[config.mk]
export PLATFORM = sky130hd
export DESIGN_NAME = data_mem_responder
export DESIGN_NICKNAME = d
export VERILOG_FILES = /design/src/rtl/data_mem_responder.sv
export SDC_FILE = /design/constraint.sdc
export NUM_CORES = 2
export LEC_CHECK = 0
export BUFFER_PORTS_ARGS = -buffer_cell sky130_fd_sc_hd__buf_2
export CORE_AREA = 2 2 456 458
export CTS_BUF_LIST = sky130_fd_sc_hd__clkbuf_4
export CTS_CLUSTER_SIZE = 14
export DETAILED_ROUTE_END_ITERATION = 12
export DIE_AREA = 0 0 458 460
export PLACE_DENSITY = 0.69
export SYNTH_ARGS = -nofsm -noshare
export SYNTH_HDL_FRONTEND = slang
export SYNTH_SLANG_ARGS = --single-unit
[constraint.sdc]
create_clock -name clk -period 7.5 [get_ports clk]
set_clock_uncertainty 0.15 [all_clocks]
set_input_delay 0.375 -clock clk [delete_from_list [all_inputs] [get_ports clk]]
set_output_delay 0.375 -clock clk [all_outputs]
set_load 0.03 [all_outputs]
[src/rtl/data_mem_responder.sv]
// Doubleword data memory with a fixed-latency request/response handshake.
// A request is accepted in IDLE, waits LATENCY cycles, then yields a one-cycle Valid.
module data_mem_responder #(
  parameter int DEPTH   = 32,
  parameter int LATENCY = 2
) (
  input  logic        clk,
  input  logic        rst_n,
  input  logic        Req,
  input  logic        MemWrite,
  input  logic [63:0] Address,
  input  logic [63:0] WriteData,
  output logic        Ready,
  output logic        Valid,
  output logic [63:0] ReadData,
  output logic        AddrErr
);

  localparam int AW = $clog2(DEPTH);
  localparam int CW = (LATENCY > 1) ? $clog2(LATENCY) : 1;
  localparam logic [CW-1:0] CNT_INIT = CW'(LATENCY - 1);

  localparam logic [1:0] IDLE = 2'd0;
  localparam logic [1:0] WAIT = 2'd1;
  localparam logic [1:0] RESP = 2'd2;

  logic [1:0]    state_reg, state_next;
  logic [CW-1:0] cnt_reg, cnt_next;
  logic          we_reg;
  logic [63:0]   addr_reg;
  logic [63:0]   wdata_reg;
  logic          err_reg;
  logic [63:0]   read_data_reg;
  logic [63:0]   word_rd [DEPTH];

  logic          accept;
  logic          access;
  logic          illegal;
  logic [AW-1:0] idx;

  assign accept  = (state_reg == IDLE) && Req;
  assign access  = (state_reg == WAIT) && (cnt_reg == '0);
  assign idx     = addr_reg[AW+2:3];
  assign illegal = (addr_reg[2:0] != 3'b000) || (|addr_reg[63:AW+3]);

  always_comb begin
    state_next = state_reg;
    cnt_next   = cnt_reg;
    case (state_reg)
      IDLE: if (Req) begin
        state_next = WAIT;
        cnt_next   = CNT_INIT;
      end
      WAIT: begin
        if (cnt_reg != '0) cnt_next = cnt_reg - 1'b1;
        else               state_next = RESP;
      end
      RESP:    state_next = IDLE;
      default: state_next = IDLE;
    endcase
  end

  always_ff @(posedge clk or negedge rst_n) begin
    if (!rst_n) begin
      state_reg     <= IDLE;
      cnt_reg       <= '0;
      we_reg        <= 1'b0;
      addr_reg      <= '0;
      wdata_reg     <= '0;
      err_reg       <= 1'b0;
      read_data_reg <= '0;
    end else begin
      state_reg <= state_next;
      cnt_reg   <= cnt_next;
      if (accept) begin
        we_reg    <= MemWrite;
        addr_reg  <= Address;
        wdata_reg <= WriteData;
      end
      if (access) begin
        err_reg <= illegal;
        // Stores leave ReadData untouched; errors clear it.
        if (illegal)      read_data_reg <= '0;
        else if (!we_reg) read_data_reg <= word_rd[idx];
      end
    end
  end

  // Each word is its own register so the whole array clears on reset.
  generate
    for (genvar gi = 0; gi < DEPTH; gi++) begin : g_word
      logic [63:0] word_reg;
      always_ff @(posedge clk or negedge rst_n) begin
        if (!rst_n)
          word_reg <= '0;
        else if (access && !illegal && we_reg && (idx == AW'(gi)))
          word_reg <= wdata_reg;
      end
      assign word_rd[gi] = word_reg;
    end
  endgenerate

  assign Ready    = (state_reg == IDLE);
  assign Valid    = (state_reg == RESP);
  assign AddrErr  = (state_reg == RESP) && err_reg;
  assign ReadData = read_data_reg;

endmodule
## After elaboration in Yosys (flattened, before gate mapping)

Index checks and enable logic that the tools add are counted.

| word-level totals | value |
|---|---|
| register bits after elaboration | 2245 |
| bits of input ports | 132 |
| output and inout bits | 67 |
| word-level logic and storage cells | 137 |

| operators by class | value |
|---|---|
| add/subtract/negate cells | 1 |
| magnitude comparators | 1 |
| equal/unequal tests | 36 |
| muxes and demuxes | 11 |
| bitwise operators | 2 |
| reductions and logical operators | 47 |

Operators with widths:

| cell | count |
|---|---|
| binary-select mux 64 bit (select 5 bit) | 1 |
| 2-to-1 mux 64 bit | 4 |
| equality test 5 bit (second input constant) | 16 |
| OR reduction 56 bit | 1 |
| equality test 5 x 4 -> 1 bit (second input constant) | 8 |
| logical AND 1 bit | 37 |
| equality test 5 x 3 -> 1 bit (second input constant) | 4 |
| equality test 5 x 2 -> 1 bit (second input constant) | 2 |
| >= comparator 6 bit (second input constant) | 1 |
| NOT 5 -> 6 bit | 1 |
| AND reduction 2 bit | 3 |
| equality test 5 x 1 -> 1 bit (second input constant) | 1 |
| zero test 5 bit | 1 |
| 2-to-1 mux 2 bit | 2 |
| inequality test 2 bit (second input constant) | 2 |
| one-hot mux 2 bit (2 select lines) | 1 |
| nonzero test 3 bit | 1 |
| equality test 2 x 1 -> 1 bit (second input constant) | 1 |
| equality test 2 bit (second input constant) | 1 |
| zero test 2 bit | 1 |
| 2-to-1 mux 1 bit | 2 |
| inequality test 2 x 1 -> 1 bit (second input constant) | 1 |
| one-hot mux 1 bit (2 select lines) | 1 |
| nonzero test 2 bit | 1 |
| 4 further kinds | 4 |

## Depth between registers and ports, before layout

| depth | value |
|---|---|
| depth after elaboration | 6 |
| mapped depth | 9 |

## Worst setup path before layout

Ideal clock, no wire load.

| timing | value |
|---|---|
| path kind | reg2reg |
| start point | register addr_reg[53] |
| end point | register g_word[29].word_reg[10] |
| data arrival time | 2.336 ns |
| data required time | 7.225 ns |
| path slack | 4.889 ns |
| stages on the path, launching flop included | 9 |
| path buffers | 3 |
| cell sequence | dfrtp_1 nor4_1 nand3_1 nor4_4 buf_6 and4_1 buf_2 buf_4 mux2_2 |

| between the ends | value |
|---|---|
| word-level cells in the longest chain between the ends | 6 |

Ends and longest elaborated chain:

| element | RTL line | RTL |
|---|---|---|
| from (decl) | 30 | `logic [63:0] addr_reg;` |
| from (signal assigned) | 77 | `addr_reg <= Address;` |
| OR reduction 56 bit | 44 | `assign illegal = (addr_reg[2:0] != 3'b000) \|\| (\|addr_reg[63:AW+3]);` |
| logical OR 1 bit | 44 |  |
| zero test 1 bit | 96 | `else if (access && !illegal && we_reg && (idx == AW'(gi)))` |
| logical AND 1 bit (3 in series) | 96 |  |
| to (signal assigned) | 97 | `word_reg <= wdata_reg;` |
| to (decl) | 92 | `logic [63:0] word_reg;` |

No other way between the ends.
A chain may end at the register's enable or synchronous reset.

## Worst setup path after layout

| timing | value |
|---|---|
| start point | register addr_reg[9] |
| end point | register g_word[21].word_reg[55] |

| between the ends | value |
|---|---|
| word-level cells in the longest chain between the ends | 6 |

Ends and longest elaborated chain:

| element | RTL line |
|---|---|
| OR reduction 56 bit | 44 |
| logical OR 1 bit | 44 |
| zero test 1 bit | 96 |
| logical AND 1 bit (3 in series) | 96 |
| to (signal assigned) | 97 |
| to (decl) | 92 |

No other way between the ends.

==> results.tsv <==
stage	metric	value	unit
clock_tree	cts_tree	done	
global_route	grt_pass1_wl	432300	um
detailed_routing	drt-total-wl	286100	um
detailed_routing	wl_met3	17040	um
floorplan	pin_count	199	
layout	multi_input_area	41430	sq um
timing	max_freq	201.4	MHz
detailed_routing	wl_met1	123600	um
worst_setup_path	path_max_fanout	30	
layout	stdcell_count	10352	
worst_setup_path	cp-end-kind	flip-flop	
power_and_ir_drop	power.total	0.03216	W
clock_tree	insertion_delay	1.44	ns
floorplan	die_area	210700	sq um
global_route	grt_start_max_net_pins	190	
synth	synth_ff_type	dfrtp_1	
layout	drive_gt1_share	51.18	%
clock_tree	ctsResizeCount	0	
synth	synth_area_leaders	dfrtp_1 56%, mux2_2 26%, mux4_2 5.8%, mux2_1 1.8%, clkbuf_1 1.4%	
detailed_routing	initialDrtViolationCount	4381	
layout	fillCellCount	16604	
detailed_routing	top_layer_used	met5	
layout	largest_register_ffs	2048	
run	cap_violations	0	
worst_setup_path	start_kind	flip-flop	
detailed_routing	ant_nets	0	
synth	yosys.area.top_type	dfrtp_1	
synth	yosysTopAreaCellShare	56.05	%
synth	synth_seq_cells	2245	
floorplan	std_cell_rows	167	
clock_tree	ctsRootBufferMaster	clkbuf_4	
worst_setup_path	worstPathArrival	6.01	ns
run_status	status	finished, final reports clean	
clock_tree	cts_sinks	2245	
timing	hold_viol	0	
clock_tree	clk_pin_slew	0.07	ns
timing	slew_headroom	12.25	%
floorplan	core	206000	sq um
layout	regArea	56190	sq um
placement	io_buffers	198	
detailed_routing	via_per_inst	6.033	
synth	ys_seq_area_share	56.05	%
synth	yosysMostFrequentCell	mux2_2	
layout	fin_nets	7385	
timing	fin_crit	4.965	ns
detailed_routing	wl_per_cell	27.64	um
global_route	antenna_found_initial	11	
synth	async_flop_share	100.0	%
synth	syn_area	100200	sq um
power_and_ir_drop	ir_worst_vdd	262.5	uV
synth	synth.distinct_cells	40	
worst_setup_path	crit_type	reg -> reg	
timing	period_share	66.20	%
synth	yosysWarnings	0	
detailed_routing	firstDrtPassIters	5	
floorplan	start_util	48.65	%
timing	slew_violations	0	
floorplan	die_h	460	um
detailed_routing	route.detailed.drc	0	
layout	area_delta_synth_final	13.52	%
detailed_routing	vias	62451	
global_route	grt-ovfl-total	0	
timing	rsz0062_at_grt	no	
synth	synth.avg_cell_area	15.09	sq um
global_route	grt.total_usage	27.33	%
synth	synth_edf_count	0	
clock_tree	clock_path_buffers	4	
power_and_ir_drop	leakage	57.27	nW
placement	place_inst	9021	
clock_tree	cts_inserted_buffers	609	
timing	setup_violations	0	
timing	tightest_slew	1.316	ns
global_route	grt_pass1_vias	67299	
worst_hold_path	hold_path.class	in -> reg	
synth	synth.top_cells.by_count	2337 x mux2_2, 2245 x dfrtp_1, 363 x clkbuf_1, 256 x mux4_2, 180 x buf_2	
layout	postLayoutCellArea	113800	sq um
clock_tree	h-tree-depth	6	
power_and_ir_drop	power_density	282.6	nW/um^2
detailed_routing	wl_met2	135800	um
worst_setup_path	critPathRequiredTime	8.55	ns
timing	setup_tns	0	ns
synth	synth_fp_nets	6774	
synth	netlist_instances	6642	
placement	place_area	103200	sq um
floorplan	die_width	458	um
placement	gp_congestion	0.7668	
placement	dp_hpwl	146700	um
metrics by stage:
| stage | hold WS, ns | worst slack (ns) | utilization [%] |
|---|---|---|---|
| final | 0.1344 | 2.535 | 55.23 |
| after global routing | 0.08722 | 2.428 | 55.23 |
| after detailed placement | 0.2897 | 2.723 | 50.08 |
| after CTS | 0.0006327 | 2.700 | 55.22 |
| after global placement | 0.2839 | 2.815 | 50.08 |
| after floorplan | -0.07059 | 4.889 | - |
critical path: stages, from the launching register on:
cell     delay (ns)
dfrtp_1        0.41
nor4_1         0.49
nand4_1        0.31
nor2_4         0.90
buf_4          0.45
nand4_4        0.68
buf_4          0.63
buf_4          0.36
mux2_1         0.34
path summary, 6_finish.rpt:
| check | start | endpoint | slack (ns) | cells after the start |
|---|---|---|---|---|
| min in group asynchronous | rst_n | wdata_reg[4]$_DFFE_PN0P_ | 0.19 | 4 |
| worst min-delay path | WriteData[63] | wdata_reg[63]$_DFFE_PN0P_ | 0.13 | 4 |
| max in group asynchronous | rst_n | g_word[25].word_reg[10]$_DFFE_PN0P_ | 5.53 | 5 |
| worst max register to register | addr_reg[9]$_DFFE_PN0P_ | g_word[21].word_reg[55]$_DFFE_PN0P_ | 2.54 | 8 |
| worst max-delay path | addr_reg[9]$_DFFE_PN0P_ | g_word[21].word_reg[55]$_DFFE_PN0P_ | 2.54 | 8 |
| worst min register to register | ReadData[27]$_DFFE_PN0P_ | ReadData[27]$_DFFE_PN0P_ | 0.33 | 1 |
report_power, final:
part           internal [W]  leakage (nW)  switching [W]
Combinational       0.00253          21.8        0.00452
Sequential           0.0124          31.1        0.00198
Clock               0.00565          4.44        0.00504
Total                0.0206          57.3         0.0115
kinds of logic after synthesis:
group                  share of synthesized area, %
buffers and inverters                         2.734
muxes                                         35.10
AOI/OAI and AO/OA                             4.176
DFF                                           56.05
and+or+nand+nor                               1.945
per-layer routing:
metal / track usage (%) / up-vias
met5: 0 / -
met2: 43.41 / 1979
met3: 5.454 / 595
met4: 10.67 / 4
met1: 37.11 / 33581
li1: - / 26292
cells in the final DEF (no fill, tap or decap), drive strengths merged:
master and count:
mux2 2498, dfrtp 2245, clkbuf 909, buf 325, dlygate4sd3 324, mux4 256
o22ai 129, mux2i 128, a22oi 128, a211oi 127, clkinv 70, nor3 68
nand2 68, nor2b 67, o21ai 65, o2bb2ai 64, a2111oi 63, nand4 31
inv 17, nor4 15, nor2 11, diode 5, bufinv 5, nor3b 5
and4 4, clkinvlp 3, and3b 3, and2 2, nand2b 2, or2 2
a21oi 2, nand3 2, and3 2, nand3b 1, a21o 1, a2bb2oi 1
layout make-up:
class	instances	share of cell area (%)
Timing Repair Buffer	649	4.777
Inverter	3	0.009897
Antenna cell	5	0.01100
Clock buffer	909	5.997
Clock inverter	92	0.4420
Multi-Input combinational cell	3745	36.41
Sequential cell	2245	49.38
Tap cell	2704	2.973
what timing repair did:
item	CTS	global route
hold endpoints to repair	1654	0
hold buffers	325	0
setup buffers	0	0
(Power assumes the default switching activity.)
